--- config.mk ---
export PLATFORM = sky130hd
export DESIGN_NAME = image_send_select_fsm
export DESIGN_NICKNAME = d
export VERILOG_FILES = /design/src/rtl/image_send_pkg.sv /design/src/rtl/cycle_timer.sv /design/src/rtl/image_send_select_fsm.sv
export SDC_FILE = /design/constraint.sdc
export NUM_CORES = 1
export LEC_CHECK = 0
export ABC_AREA = 0
export BUFFER_PORTS_ARGS = -buffer_cell sky130_fd_sc_hd__buf_2
export CAP_MARGIN = 5
export CORE_MARGIN = 8
export CORE_UTILIZATION = 39
export DETAILED_ROUTE_END_ITERATION = 10
export SLEW_MARGIN = 30
export SYNTH_ARGS = -nofsm -noshare
export SYNTH_HDL_FRONTEND = slang
export SYNTH_SLANG_ARGS = --single-unit
--- constraint.sdc ---
create_clock -name clk -period 3.9 [get_ports clk]
set_clock_uncertainty 0.1 [all_clocks]
set_input_delay 0.39 -clock clk [delete_from_list [all_inputs] [get_ports clk]]
set_output_delay 0.39 -clock clk [all_outputs]
set_load 0.02 [all_outputs]
--- src/rtl/image_send_pkg.sv ---
// Shared types and constants for the frame-gating controller.
// Holds the FSM state encoding, pixel width and a small length helper.
package image_send_pkg;

  localparam int PIX_W = 12;

  typedef enum logic [1:0] {
    S_RESET  = 2'd0,
    S_STREAM = 2'd1,
    S_HOLD   = 2'd2
  } state_e;

  // Lengths below one collapse to a single cycle.
  function automatic int clamp_len(input int len);
    return (len < 1) ? 1 : len;
  endfunction

endpackage

--- src/rtl/cycle_timer.sv ---
// Up-counter that flags the last cycle of a programmable length; one cycle per count.
// No backpressure: counts whenever enabled, clear has priority over counting.
module cycle_timer #(
  parameter int WIDTH = 4
) (
  input  logic             clk,
  input  logic             rst_n,
  input  logic             en,
  input  logic             clear,
  input  logic [WIDTH-1:0] load_len,
  output logic             done
);

  logic [WIDTH-1:0] cnt_q;
  logic [WIDTH-1:0] cnt_d;

  always_comb begin
    cnt_d = cnt_q;
    if (clear) begin
      cnt_d = '0;
    end else if (en) begin
      cnt_d = cnt_q + WIDTH'(1);
    end
  end

  always_ff @(posedge clk or negedge rst_n) begin
    if (!rst_n) begin
      cnt_q <= '0;
    end else begin
      cnt_q <= cnt_d;
    end
  end

  // load_len is at least 1, so the last count is load_len-1.
  assign done = en && (cnt_q == (load_len - WIDTH'(1)));

endmodule

--- src/rtl/image_send_select_fsm.sv ---
// Pulses the capture-pipeline reset, passes one frame, then holds before repeating.
// reset_signal is registered; data_out is a 0-cycle mux on the select latched at frame start.
module image_send_select_fsm
  import image_send_pkg::*;
#(
  parameter int          WAIT_TIME   = 10_000_000,
  parameter int          RESET_TIME  = 1_000_000,
  parameter logic [3:0]  TABLE_STATE = 4'b0000
) (
  input  logic             clk,
  input  logic             rst_n,
  input  logic [PIX_W-1:0] norm_in,
  input  logic [PIX_W-1:0] blur_in,
  input  logic [3:0]       state,
  input  logic             image_ready,
  output logic             reset_signal,
  output logic [PIX_W-1:0] data_out
);

  localparam int WAIT_LEN  = clamp_len(WAIT_TIME);
  localparam int RESET_LEN = clamp_len(RESET_TIME);
  localparam int MAX_LEN   = (WAIT_LEN > RESET_LEN) ? WAIT_LEN : RESET_LEN;
  localparam int CW        = $clog2(MAX_LEN + 1);

  state_e          state_q, state_d;
  logic            sel_blur_q, sel_blur_d;
  logic            reset_signal_q, reset_signal_d;
  logic            tmr_en;
  logic            tmr_clear;
  logic [CW-1:0]   tmr_len;
  logic            tmr_done;

  cycle_timer #(
    .WIDTH (CW)
  ) u_timer (
    .clk      (clk),
    .rst_n    (rst_n),
    .en       (tmr_en),
    .clear    (tmr_clear),
    .load_len (tmr_len),
    .done     (tmr_done)
  );

  always_comb begin
    state_d    = state_q;
    sel_blur_d = sel_blur_q;
    tmr_en     = 1'b0;
    tmr_clear  = 1'b0;
    tmr_len    = CW'(RESET_LEN);
    case (state_q)
      S_RESET: begin
        tmr_en = 1'b1;
        if (tmr_done) begin
          sel_blur_d = (state == TABLE_STATE);
          tmr_clear  = 1'b1;
          state_d    = S_STREAM;
        end
      end
      S_STREAM: begin
        // Counter parked at zero while a frame is in flight.
        tmr_clear = 1'b1;
        if (image_ready) begin
          state_d = S_HOLD;
        end
      end
      S_HOLD: begin
        tmr_en  = 1'b1;
        tmr_len = CW'(WAIT_LEN);
        if (tmr_done) begin
          tmr_clear = 1'b1;
          state_d   = S_RESET;
        end
      end
      default: begin
        tmr_clear = 1'b1;
        state_d   = S_RESET;
      end
    endcase
    reset_signal_d = (state_d == S_RESET);
  end

  always_ff @(posedge clk or negedge rst_n) begin
    if (!rst_n) begin
      state_q        <= S_RESET;
      sel_blur_q     <= 1'b0;
      reset_signal_q <= 1'b1;
    end else begin
      state_q        <= state_d;
      sel_blur_q     <= sel_blur_d;
      reset_signal_q <= reset_signal_d;
    end
  end

  assign reset_signal = reset_signal_q;
  assign data_out     = sel_blur_q ? blur_in : norm_in;

endmodule

---- After elaboration in Yosys (flattened, before gate mapping) ----
Index checks and enable logic that the tools add are counted.
Widths: inputs -> output; s select.
cells by class
  reduce and logical (&&, ||, !) cells .... 7
  $add $sub $neg .......................... 2
  multiplexer cells ....................... 11
  eq/ne operators ......................... 3
operators with widths
  kind                   number
  $mux 24                3
  $add 24x1->24 const B  1
  $eq 24x24->1           1
  $sub 24x1->24 const B  1
  $mux 12                1
  $mux 2                 3
  $pmux 2 s3             1
  $logic_not 2->1        2
  $logic_not 4->1        1
  $mux 1                 3
  $eq 2x1->1 const B     1
  $eq 2x2->1 const B     1
  $reduce_and 2->1       1
  $reduce_bool 2->1      1
  $reduce_or 2->1        1
  $logic_and 1x1->1      1
storage, ports and cells
  logic and storage cells ................. 27
  bits in registers ....................... 28

---- Longest topological paths before layout ----
Gate-level depths: netlist (run 1).
  depth in word-level cells ............... 8
  depth in mapped cells ................... 8
  gate-level depth less buffers ........... 6

---- By module ----
Synthesis (run 1) repeated with hierarchy kept, for this count alone.
unflattened totals
  cell total of the unflattened synthesis .. 266
  area, all modules ....................... 2,403.6 sq um
by module, submodules not included
  module                 instances  cells an instance  sequential area each (sq um)  area each (sq um)
  cycle_timer            1          234                600.6                         2,009.4
  image_send_select_fsm  1          32                 101.3                         394.1

---- Worst setup path after synthesis (run 1) ----
No wires, ideal clock.
  path kind ............................... reg-to-reg
  start ................................... register u_timer.cnt_q[7]
  end ..................................... register u_timer.cnt_q[19]
  path slack .............................. 1.649 ns
  cell stages (with the launch flop) ...... 8
  clock period less this slack ............ 2.251 ns
  arrival ................................. 2.032 ns
  required time ........................... 3.681 ns
  path through ............................ dfrtp_1 > or4b_1 > or4_1 > a221oi_2 > or2_1 > buf_6 > buf_6 > nor2_1
on the way
  cells in the longest elaborated chain, start to end .. 5
  elaborated cells on any way between the ends .. 8
  those cells by class .................... add/sub (1); eq/ne (1); mux (4); reduce/logical (2)
ends and longest elaborated chain
  element                                                RTL line           source
  from (decl)                                            cycle_timer.sv:14  logic [WIDTH-1:0] cnt_q;
  from (signal assigned)                                 cycle_timer.sv:30  cnt_q <= cnt_d;
  branches (longest 5 deep; another with $add 24x1->24)  --
Parallel ways; which one is timed is not known. The select of a mux whose other input is x is not followed.
A chain may end at the register's enable or synchronous reset.

---- Worst setup path in the final report (run 1) ----
Same ends and word-level chain as after synthesis.

==> qor.yml, run 1 <==
synth_area_sq_um: 1540
worst_r2r_endpoint: "u_timer.cnt_q[19]$_DFFE_PN0P_"
dieArea_sq_um: 6220
ant_nets: 0
reg2reg_slack_ns: 1.09
muxShareOfSynthArea_pct: 9.50
viasPerCell: 4.92
grt_start_max_net_pins: 29
cts_buffers: 3
worst_pin_slew_ns: 0.876
coreArea_sq_um: 3910
cp_max_fo: 25
status: "finished clean"
clkTransAtPathRegs_ns: 0.09
cts_max_path_buffers: 2
yosysTopAreaCell: "dfrtp_1"
syn-num-nets: 187
ys_ff_latch: 28
r2r-start: "u_timer.cnt_q[7]$_DFFE_PN0P_"
synth_top_family_by_area: "simple AND/OR/NAND/NOR gates"
rr_worst_depth: 5
grt_util_all_layers_pct: 11.4
slew_headroom_pct: 41.6
cts_tree: "yes"
synthDominantCellAreaShare_pct: 43.9
layout-drive-gt1-share_pct: 31.3
synth_cell_types: 27
antenna_cells: 0
synthCells: 155
dr_total_vias: 1221
grt_setup_unrepaired: "false"
rows: 23
critPathKind: "reg2reg"
first_iter_violations: 57
drc: 0
cp_data_required_time_ns: 3.92
cts.htree.levels: 1
power-per-cell-area_nw_per_um2: 266
die-width_um: 78.8
drv_cap: 0
cts_resized: 0
nets: 231
avgSynthCellArea_sq_um: 9.94
cellLeakagePower_nw: 0.828
placed_cells: 244
critPathLaunchType: "flip-flop"
fin_crit_ns: 2.81
detail_route.first_pass.iterations: 4
grt_antenna_before_repair: 0
postCtsSetupBuffers: 0
cts_hold_buf: 0
synth_xor_area_share_pct: 13.1
hp-class: "in2async"
place.gp.congestion: 0.846
hold_viol_final: 0
overflow: 0
synth-compound-area-share_pct: 2.27
final_common_cell: "buf_2"
root_buffer: "clkbuf_8"
wirelength_um: 3420
yosys.area_share.simple_pct: 25.3
n_fill_cell: 386
yosysWarnings: 0
slew_viol_final: 0
ios: 44
insertion_delay_ns: 0.27
irDropWorstVdd_mv: 0.320
fmax_mhz: 356
area_growth_syn_to_layout_pct: 18.9
cts.sink_count: 28
cp.arrival_ns: 2.83
io_buffers: 43
fp.dieH_um: 78.8
fin_tns_setup_ns: 0
grt_pass1_vias: 1252
synthAdderAreaFrac_pct: 0.812
finalCritPeriodShare_pct: 72.1
setup_slack_ns: 1.09
yosysSeqAreaShare_pct: 45.6
initial_utilization_pct: 39.4
synthTopCellsByArea: "dfrtp_1 (44%), mux2_2 (9.5%), xor2_1 (8.5%), nor2_1 (6.8%), nand3_1 (4.9%)"
dp_slack_ns: 1.06
end_kind: "flip-flop"
final_cell_mix: "buf_2 (43), nor2_1 (28), dfrtp_1 (27), nand3_1 (15), xor2_1 (15)"
dp_hpwl_um: 2630
grt_pass1_wl_um: 5920
setup_viol: 0
wl_per_cell_um: 13.8
final_cells: 248
## area by class of cell
cell class / count / area [sq um] / area share [%]
clock buffers: 4 / 45.0 / 2.46
flip-flops and latches: 28 / 702 / 38.3
repair buffers: 43 / 215 / 11.7
multi-input cells: 119 / 792 / 43.2
well taps: 50 / 62.6 / 3.42
inverters: 4 / 15.0 / 0.820
## cell families (layout without fill, tap and decap cells)
kind of cell | Yosys count | after routing
AOI/OAI and AO/OA | 4 | 4
xor gates and xnor gates | 23 | 23
adders and majority gates | 1 | 1
buffers and inverters | 8 | 51
DFF | 28 | 28
muxes | 13 | 13
and+or+nand+nor | 78 | 78
## power breakdown
| group | switching, mW | internal, mW |
|---|---|---|
| clock network | 0.0827 | 0.0731 |
| logic | 0.0220 | 0.0194 |
| registers | 0 | 0.290 |
| total | 0.105 | 0.383 |
## worst max-delay path: stages (launching register included)
cell and delay, ns:
dfrtp_1 0.43, or4b_1 0.51, or4_1 0.52, a221oi_2 0.25
or2_1 0.72, nor2_1 0.12
## worst max path at each step
stage	from	to	slack, ns	cells past startpoint
after global routing	u_timer.cnt_q[7]$_DFFE_PN0P_	u_timer.cnt_q[19]$_DFFE_PN0P_	0.88	5
after detailed placement	u_timer.cnt_q[7]$_DFFE_PN0P_	u_timer.cnt_q[19]$_DFFE_PN0P_	1.06	5
after global placement	u_timer.cnt_q[7]$_DFFE_PN0P_	u_timer.cnt_q[4]$_DFFE_PN0P_	1.13	5
final	u_timer.cnt_q[7]$_DFFE_PN0P_	u_timer.cnt_q[19]$_DFFE_PN0P_	1.09	5
after floorplan	u_timer.cnt_q[7]$_DFFE_PN0P_	u_timer.cnt_q[19]$_DFFE_PN0P_	1.65	7
after CTS	u_timer.cnt_q[7]$_DFFE_PN0P_	u_timer.cnt_q[19]$_DFFE_PN0P_	1.06	5
## cells in the mapped netlist
cell type  number
dfstp_2         1
nor3_1          2
buf_6           3
a221oi_2        1
or2_1           1
nand2b_1        2
o21ai_0         1
nor4b_1         1
and3_1          2
nor2b_1         2
or4_1           2
xor2_1         15
and4b_1         1
dfrtp_1        27
nand4_1         6
nor2_1         28
nand3_1        15
ha_1            1
nor4_1          5
o22ai_1         1
buf_1           1
a22o_1          1
mux2_2         13
nand2_1         9
or4b_1          2
xnor2_1         8
inv_1           4
## flip-flops by register name, indices dropped and copies added (netlist names)
register,flops
reset_signal,1
sel_blur_q,1
state_q,2
u_timer.cnt_q,24
## stage by stage
| stage | area [sq um] | hold slack, ns | total power [mW] | util, % |
|---|---|---|---|---|
| final | 1830 | 0.0285 | 0.487 | 46.8 |
| after global routing | 1830 | 0.0730 | 0.512 | 46.8 |
| after CTS | 1830 | 0.0498 | 0.494 | 46.6 |
| after detailed placement | 1780 | 0.342 | 0.338 | 45.5 |
| after global placement | 1780 | 0.331 | 0.337 | 45.5 |
| after floorplan | 1540 | -0.00559 | 0.311 | - |
## routing by layer
metal / GRT usage, % / vias to the layer above / part of all wire (%)
li1: - / 624 / -
met1: 14.0 / 566 / 45
met2: 19.1 / 27 / 48
met3: 4.06 / 4 / 6.0
met4: 1.48 / 0 / 0.73
met5: 0 / - / 0
Note: power is estimated with default switching activity, not from simulation.
==> inputs of run 2 (changes only) <==
--- a/config.mk
+++ b/config.mk
@@ -11,6 +11,7 @@
 export CORE_MARGIN = 8
 export CORE_UTILIZATION = 39
 export DETAILED_ROUTE_END_ITERATION = 10
+export PLACE_DENSITY = 0.65
 export SLEW_MARGIN = 30
 export SYNTH_ARGS = -nofsm -noshare
 export SYNTH_HDL_FRONTEND = slang
==> constraint.sdc (replaced) <==
create_clock -name clk -period 2.5 [get_ports clk]
set_clock_uncertainty 0.1 [all_clocks]
set_input_delay 0.25 -clock clk [delete_from_list [all_inputs] [get_ports clk]]
set_output_delay 0.25 -clock clk [all_outputs]
set_load 0.02 [all_outputs]
==> run 2 against run 1 <==
  * Clock power rose by 130%
  * Critical path type unchanged
  * Setup slack got worse by 0.96 ns
  * Combinational power is 57% higher
==> qor.yml, run 2 (same netlist as run 1, synthesis figures left out) <==
end_kind: "flip-flop"
nets: 241  # +4.3%
grt_antenna_before_repair: 0  # unchanged
post-route-util_pct: 49.3  # +2.5 points
critPathLaunchType: "flip-flop"
dp_slack_ns: 0.111  # -0.953 ns
reg.largest.list: "u_timer.cnt_q x24, state_q x2"
power-per-cell-area_nw_per_um2: 451  # +69%
cp_data_required_time_ns: 2.57  # -1.35 ns
cts_buffers: 3  # unchanged
grt_start_max_net_pins: 29  # unchanged
io_buffers: 43  # unchanged
setup_slack_ns: 0.131  # -0.956 ns
dieArea_sq_um: 6220  # unchanged
hold-worst-slack_ns: 0.0943  # +0.0658 ns
drv_cap: 0  # unchanged
coreArea_sq_um: 3910  # unchanged
fmax_mhz: 422  # +19%
p_comb_share_pct: 7.5  # -1.0 points
ios: 44  # unchanged
worst_pin_slew_ns: 0.610  # -0.265 ns
slew_viol_final: 0  # unchanged
holdPathEnd: "state_q[0]$_DFF_PN0_"
root_buffer: "clkbuf_8"
pwr-share-clk_pct: 40.5  # +8.5 points
fp.dieH_um: 78.8  # unchanged
cts_tree: "yes"
largest_reg_flops: 24  # unchanged
critPathKind: "reg2reg"
initial_utilization_pct: 39.4  # unchanged
grt_pass1_wl_um: 5660  # -4.4%
overflow: 0  # unchanged
insertion_delay_ns: 0.27  # about the same
place.gp.congestion: 0.766  # -9.5%
cp_max_fo: 16  # -36%
detail_route.first_pass.iterations: 4  # unchanged
regMostFlops: "u_timer.cnt_q"
irDropWorstVdd_mv: 0.231  # -28%
worst_r2r_endpoint: "u_timer.cnt_q[22]$_DFFE_PN0P_"
fin_tns_setup_ns: 0  # unchanged
ant_nets: 0  # unchanged
wirelength_um: 3390  # -0.91%
rows: 23  # unchanged
cts_max_path_buffers: 2  # unchanged
wl_per_cell_um: 13.1  # -4.7%
seq_power_share_pct: 52.1  # -7.4 points
finalCritPeriodShare_pct: 94.7  # +23 points
cellLeakagePower_nw: 0.893  # +7.8%
final_common_cell: "buf_2"
n_fill_cell: 384  # -0.52%
hold_viol_final: 0  # unchanged
slew_headroom_pct: 59.3  # +18 points
setup_viol: 0  # unchanged
layout-drive-gt1-share_pct: 34.1  # +2.8 points
hp-class: "in2reg"
grt_pass1_vias: 1173  # -6.3%
area_growth_syn_to_layout_pct: 25.3
status: "finished clean"
rr_worst_depth: 6  # +1
first_iter_violations: 71  # +25%
min_from: "image_ready"
dp_hpwl_um: 2580  # -1.9%
dr_total_vias: 1255  # +2.8%
switchingPower_uw: 171  # +63%
cell_internal_pwr_uw: 698  # +83%
drc: 0  # unchanged
die-width_um: 78.8  # unchanged
viasPerCell: 4.86  # -1.2%
final_cell_mix: "buf_2 (43), nor2_1 (28), dfrtp_1 (27), nand3_1 (15), xor2_1 (15)"
cts.htree.levels: 1  # unchanged
clkTransAtPathRegs_ns: 0.09  # about the same
cts.sink_count: 28  # unchanged
cp.arrival_ns: 2.43  # -0.40 ns
antenna_cells: 0  # unchanged
grt_setup_unrepaired: "false"
fin_crit_ns: 2.37  # -0.444 ns
grt_util_all_layers_pct: 11.1  # -0.31 points
reg2reg_slack_ns: 0.13  # -0.96 ns
hold_depth: 2
netSwitchingFraction_pct: 19.7  # -1.8 points
r2r-start: "u_timer.cnt_q[21]$_DFFE_PN0P_"
==> run 2: final cells by class <==
cell class | count | area [sq um] | share of cell area (%)
multi-input combinational | 119 | 786 | 40.7
tap | 50 | 62.6 | 3.24
clock inverter | 1 | 30.0 | 1.56
clock buffer | 3 | 41.3 | 2.14
inverter | 4 | 15.0 | 0.778
sequential | 28 | 702 | 36.4
timing repair buffer | 53 | 293 | 15.2
==> run 2: power groups by stage <==
stage | clock [mW] | combinational, mW | sequential, mW
floorplan | 0 | 0.0241 | 0.462
global placement | 0 | 0.0641 | 0.461
detailed placement | 0 | 0.0650 | 0.461
CTS | 0.362 | 0.0664 | 0.453
global route | 0.385 | 0.0718 | 0.453
finish | 0.352 | 0.0650 | 0.453
==> run 2: routing by layer <==
metal / part of all wire (%) / GRT usage, %
met3: 7.3 / 3.95
met2: 46 / 16.9
met4: 0.50 / 2.22
met1: 46 / 14.8
met5: 0 / 0
==> run 2: worst max-delay path by stage <==
stage | startpoint | end | slack (ns) | cells after the start
after CTS | u_timer.cnt_q[21]$_DFFE_PN0P_ | u_timer.cnt_q[4]$_DFFE_PN0P_ | 0.08 | 6
final | u_timer.cnt_q[21]$_DFFE_PN0P_ | u_timer.cnt_q[22]$_DFFE_PN0P_ | 0.13 | 6
after floorplan | u_timer.cnt_q[7]$_DFFE_PN0P_ | u_timer.cnt_q[19]$_DFFE_PN0P_ | 0.25 | 7
after global placement | u_timer.cnt_q[21]$_DFFE_PN0P_ | sel_blur_q$_DFFE_PN0P_ | 0.20 | 4
after global routing | u_timer.cnt_q[21]$_DFFE_PN0P_ | u_timer.cnt_q[2]$_DFFE_PN0P_ | 0.03 | 6
after detailed placement | u_timer.cnt_q[21]$_DFFE_PN0P_ | u_timer.cnt_q[10]$_DFFE_PN0P_ | 0.11 | 6
==> run 2: metrics by stage <==
| stage | instance area, sq um | std cells | total power [mW] |
|---|---|---|---|
| floorplan | 1540 | 155 | 0.486 |
| global placement | 1840 | 252 | 0.526 |
| detailed placement | 1840 | 252 | 0.527 |
| CTS | 1920 | 257 | 0.881 |
| global route | 1930 | 258 | 0.910 |
| finish | 1930 | 258 | 0.869 |
==> run 2: timing repair <==
item                                    in CTS  in global routing
endpoints found under the setup margin       0                 17
endpoints found under the hold margin       27                  0
resized for setup                            0                  0
setup buffers                                0                  1
hold buffers                                 1                  0
==> run 2: critical path, cell delays in order (launching register included) <==
cell	delay, ns
dfrtp_1	0.42
or4b_1	0.52
or4_1	0.55
a221oi_2	0.23
or2_1	0.16
buf_4	0.21
nor2_1	0.07
==> inputs of run 3 (changes only) <==
--- a/config.mk
+++ b/config.mk
@@ -11,7 +11,7 @@
 export CORE_MARGIN = 8
 export CORE_UTILIZATION = 39
 export DETAILED_ROUTE_END_ITERATION = 10
-export PLACE_DENSITY = 0.65
+export PLACE_DENSITY = 0.74
 export SLEW_MARGIN = 30
 export SYNTH_ARGS = -nofsm -noshare
 export SYNTH_HDL_FRONTEND = slang
==> run 3 against run 2 <==
  * Cell count fell by 0.78%
  * Sequential power hardly changed
  * Setup slack better by 0.00083 ns
  * Utilization is 0.80 points lower
  * Highest routed layer unchanged
  * Global-route usage rose by 0.48 points
  * Total power decreased by 7.7%
==> qor.yml, run 3 (same netlist as run 1, synthesis figures left out) <==
cellLeakagePower_nw: 0.876  # -1.9%
viasPerCell: 5.14  # +5.6%
detail_route.first_pass.iterations: 4  # unchanged
post-route-util_pct: 48.5  # -0.80 points
fp.dieH_um: 78.8  # unchanged
hp-class: "in2reg"
rows: 23  # unchanged
final_common_cell: "buf_2"
hold-worst-slack_ns: 0.0574  # -0.0369 ns
dr_total_vias: 1315  # +4.8%
fmax_mhz: 422  # about the same
grt_util_all_layers_pct: 11.6  # +0.48 points
grt_start_max_net_pins: 29  # unchanged
dieArea_sq_um: 6220  # unchanged
critPathLaunchType: "flip-flop"
slew_headroom_pct: 57.5  # -1.8 points
r2r-start: "u_timer.cnt_q[7]$_DFFE_PN0P_"
cts_buffers: 3  # unchanged
holdPathEnd: "state_q[0]$_DFF_PN0_"
grt_pass1_wl_um: 5830  # +3.0%
postCtsSetupBuffers: 0  # unchanged
clkTransAtPathRegs_ns: 0.09  # about the same
placed_cells: 251  # -0.40%
reg.largest.list: "u_timer.cnt_q x24, state_q x2"
cts_max_path_buffers: 2  # unchanged
overflow: 0  # unchanged
ios: 44  # unchanged
slew_viol_final: 0  # unchanged
largest_reg_flops: 24  # unchanged
finalPower_uw: 803  # -7.7%
fin_crit_ns: 2.37  # -0.000827 ns
irDropWorstVdd_mv: 0.170  # -26%
die-width_um: 78.8  # unchanged
grt_setup_unrepaired: "false"
drc: 0  # unchanged
cts.sink_count: 28  # unchanged
end_kind: "flip-flop"
area_growth_syn_to_layout_pct: 23.2
cp_data_required_time_ns: 2.62  # +0.05 ns
status: "finished clean"
worst_pin_slew_ns: 0.637  # +0.0273 ns
cts.htree.levels: 1  # unchanged
reg2reg_slack_ns: 0.13  # about the same
grt_pass1_vias: 1315  # +12%
critPathKind: "reg2reg"
hold_depth: 2  # unchanged
layout-drive-gt1-share_pct: 33.5  # -0.64 points
antenna_cells: 0  # unchanged
final_cell_mix: "buf_2 (43), nor2_1 (28), dfrtp_1 (27), nand3_1 (15), xor2_1 (15)"
dp_hpwl_um: 2710  # +5.2%
hold_viol_final: 0  # unchanged
insertion_delay_ns: 0.28  # about the same
io_buffers: 43  # unchanged
wl_per_cell_um: 13.6  # +3.3%
worst_r2r_endpoint: "reset_signal$_DFF_PN1_"
cp_max_fo: 14  # -2
wirelength_um: 3470  # +2.5%
ant_nets: 0  # unchanged
regMostFlops: "u_timer.cnt_q"
min_from: "image_ready"
cts_tree: "yes"
first_iter_violations: 51  # -28%
coreArea_sq_um: 3910  # unchanged
finalCritPeriodShare_pct: 94.7  # about the same
fin_tns_setup_ns: 0  # unchanged
drv_cap: 0  # unchanged
rr_worst_depth: 6  # unchanged
grt_antenna_before_repair: 0  # unchanged
initial_utilization_pct: 39.4  # unchanged
root_buffer: "clkbuf_8"
place.gp.congestion: 0.872  # +14%
final_cells: 256  # -0.78%
power-per-cell-area_nw_per_um2: 423  # -6.1%
nets: 239  # -0.83%
setup_viol: 0  # unchanged
cp.arrival_ns: 2.48  # +0.05 ns
[run 3: cell count changes in the layout (fill, tap and decap cells not counted)]
cell and delta:
buf_4 -2, bufinv_16 -1, clkbuf_8 +1
[run 3: metrics by stage]
| step | setup WS, ns | cell area (sq um) |
|---|---|---|
| after floorplan | 0.249 | 1540 |
| final | 0.132 | 1900 |
| after global placement | 0.197 | 1830 |
| after CTS | 0.125 | 1900 |
| after detailed placement | 0.146 | 1830 |
| after global routing | 0.00154 | 1900 |
[run 3: worst max path at each step]
stage / depth (start not counted) / startpoint / end
after floorplan: 7 / u_timer.cnt_q[7]$_DFFE_PN0P_ / u_timer.cnt_q[19]$_DFFE_PN0P_
after global placement: 6 / u_timer.cnt_q[7]$_DFFE_PN0P_ / reset_signal$_DFF_PN1_
after detailed placement: 6 / u_timer.cnt_q[7]$_DFFE_PN0P_ / reset_signal$_DFF_PN1_
after CTS: 6 / u_timer.cnt_q[7]$_DFFE_PN0P_ / reset_signal$_DFF_PN1_
after global routing: 6 / u_timer.cnt_q[7]$_DFFE_PN0P_ / reset_signal$_DFF_PN1_
final: 6 / u_timer.cnt_q[7]$_DFFE_PN0P_ / reset_signal$_DFF_PN1_
[run 3: final cells by class]
cell class	count	area [sq um]
Sequential cell	28	702
Fill cell	387	2020
Clock buffer	4	55.1
Multi-Input combinational cell	119	786
Tap cell	50	62.6
Inverter	4	15.0
Timing Repair Buffer	51	278
[run 3: per-layer routing]
layer  vias up  track usage (%)  share of wire [%]
met1       623             13.5                 44
met4         0             6.11                2.1
met3         5             4.74                 12
met2        49             17.8                 42
li1        638                -                  -
met5         -                0                  0
[run 3: critical path, cell delays in order (launching register included)]
cell      delay [ns]
dfrtp_1         0.43
or4b_1          0.52
or4_1           0.53
a221oi_2        0.22
or2_1           0.15
buf_4           0.20
xnor2_1         0.14
[run 3: power by group]
part / switching (mW) / total, mW / internal [mW]
registers: 0 / 0.453 / 0.453
logic: 0.0341 / 0.0654 / 0.0313
clock network: 0.143 / 0.285 / 0.141
total: 0.177 / 0.803 / 0.625
[run 3: timing repair]
action                                 in CTS  in global routing
endpoints found under the hold margin      27                  0
resized for setup                           0                  0
hold buffers                                1                  0
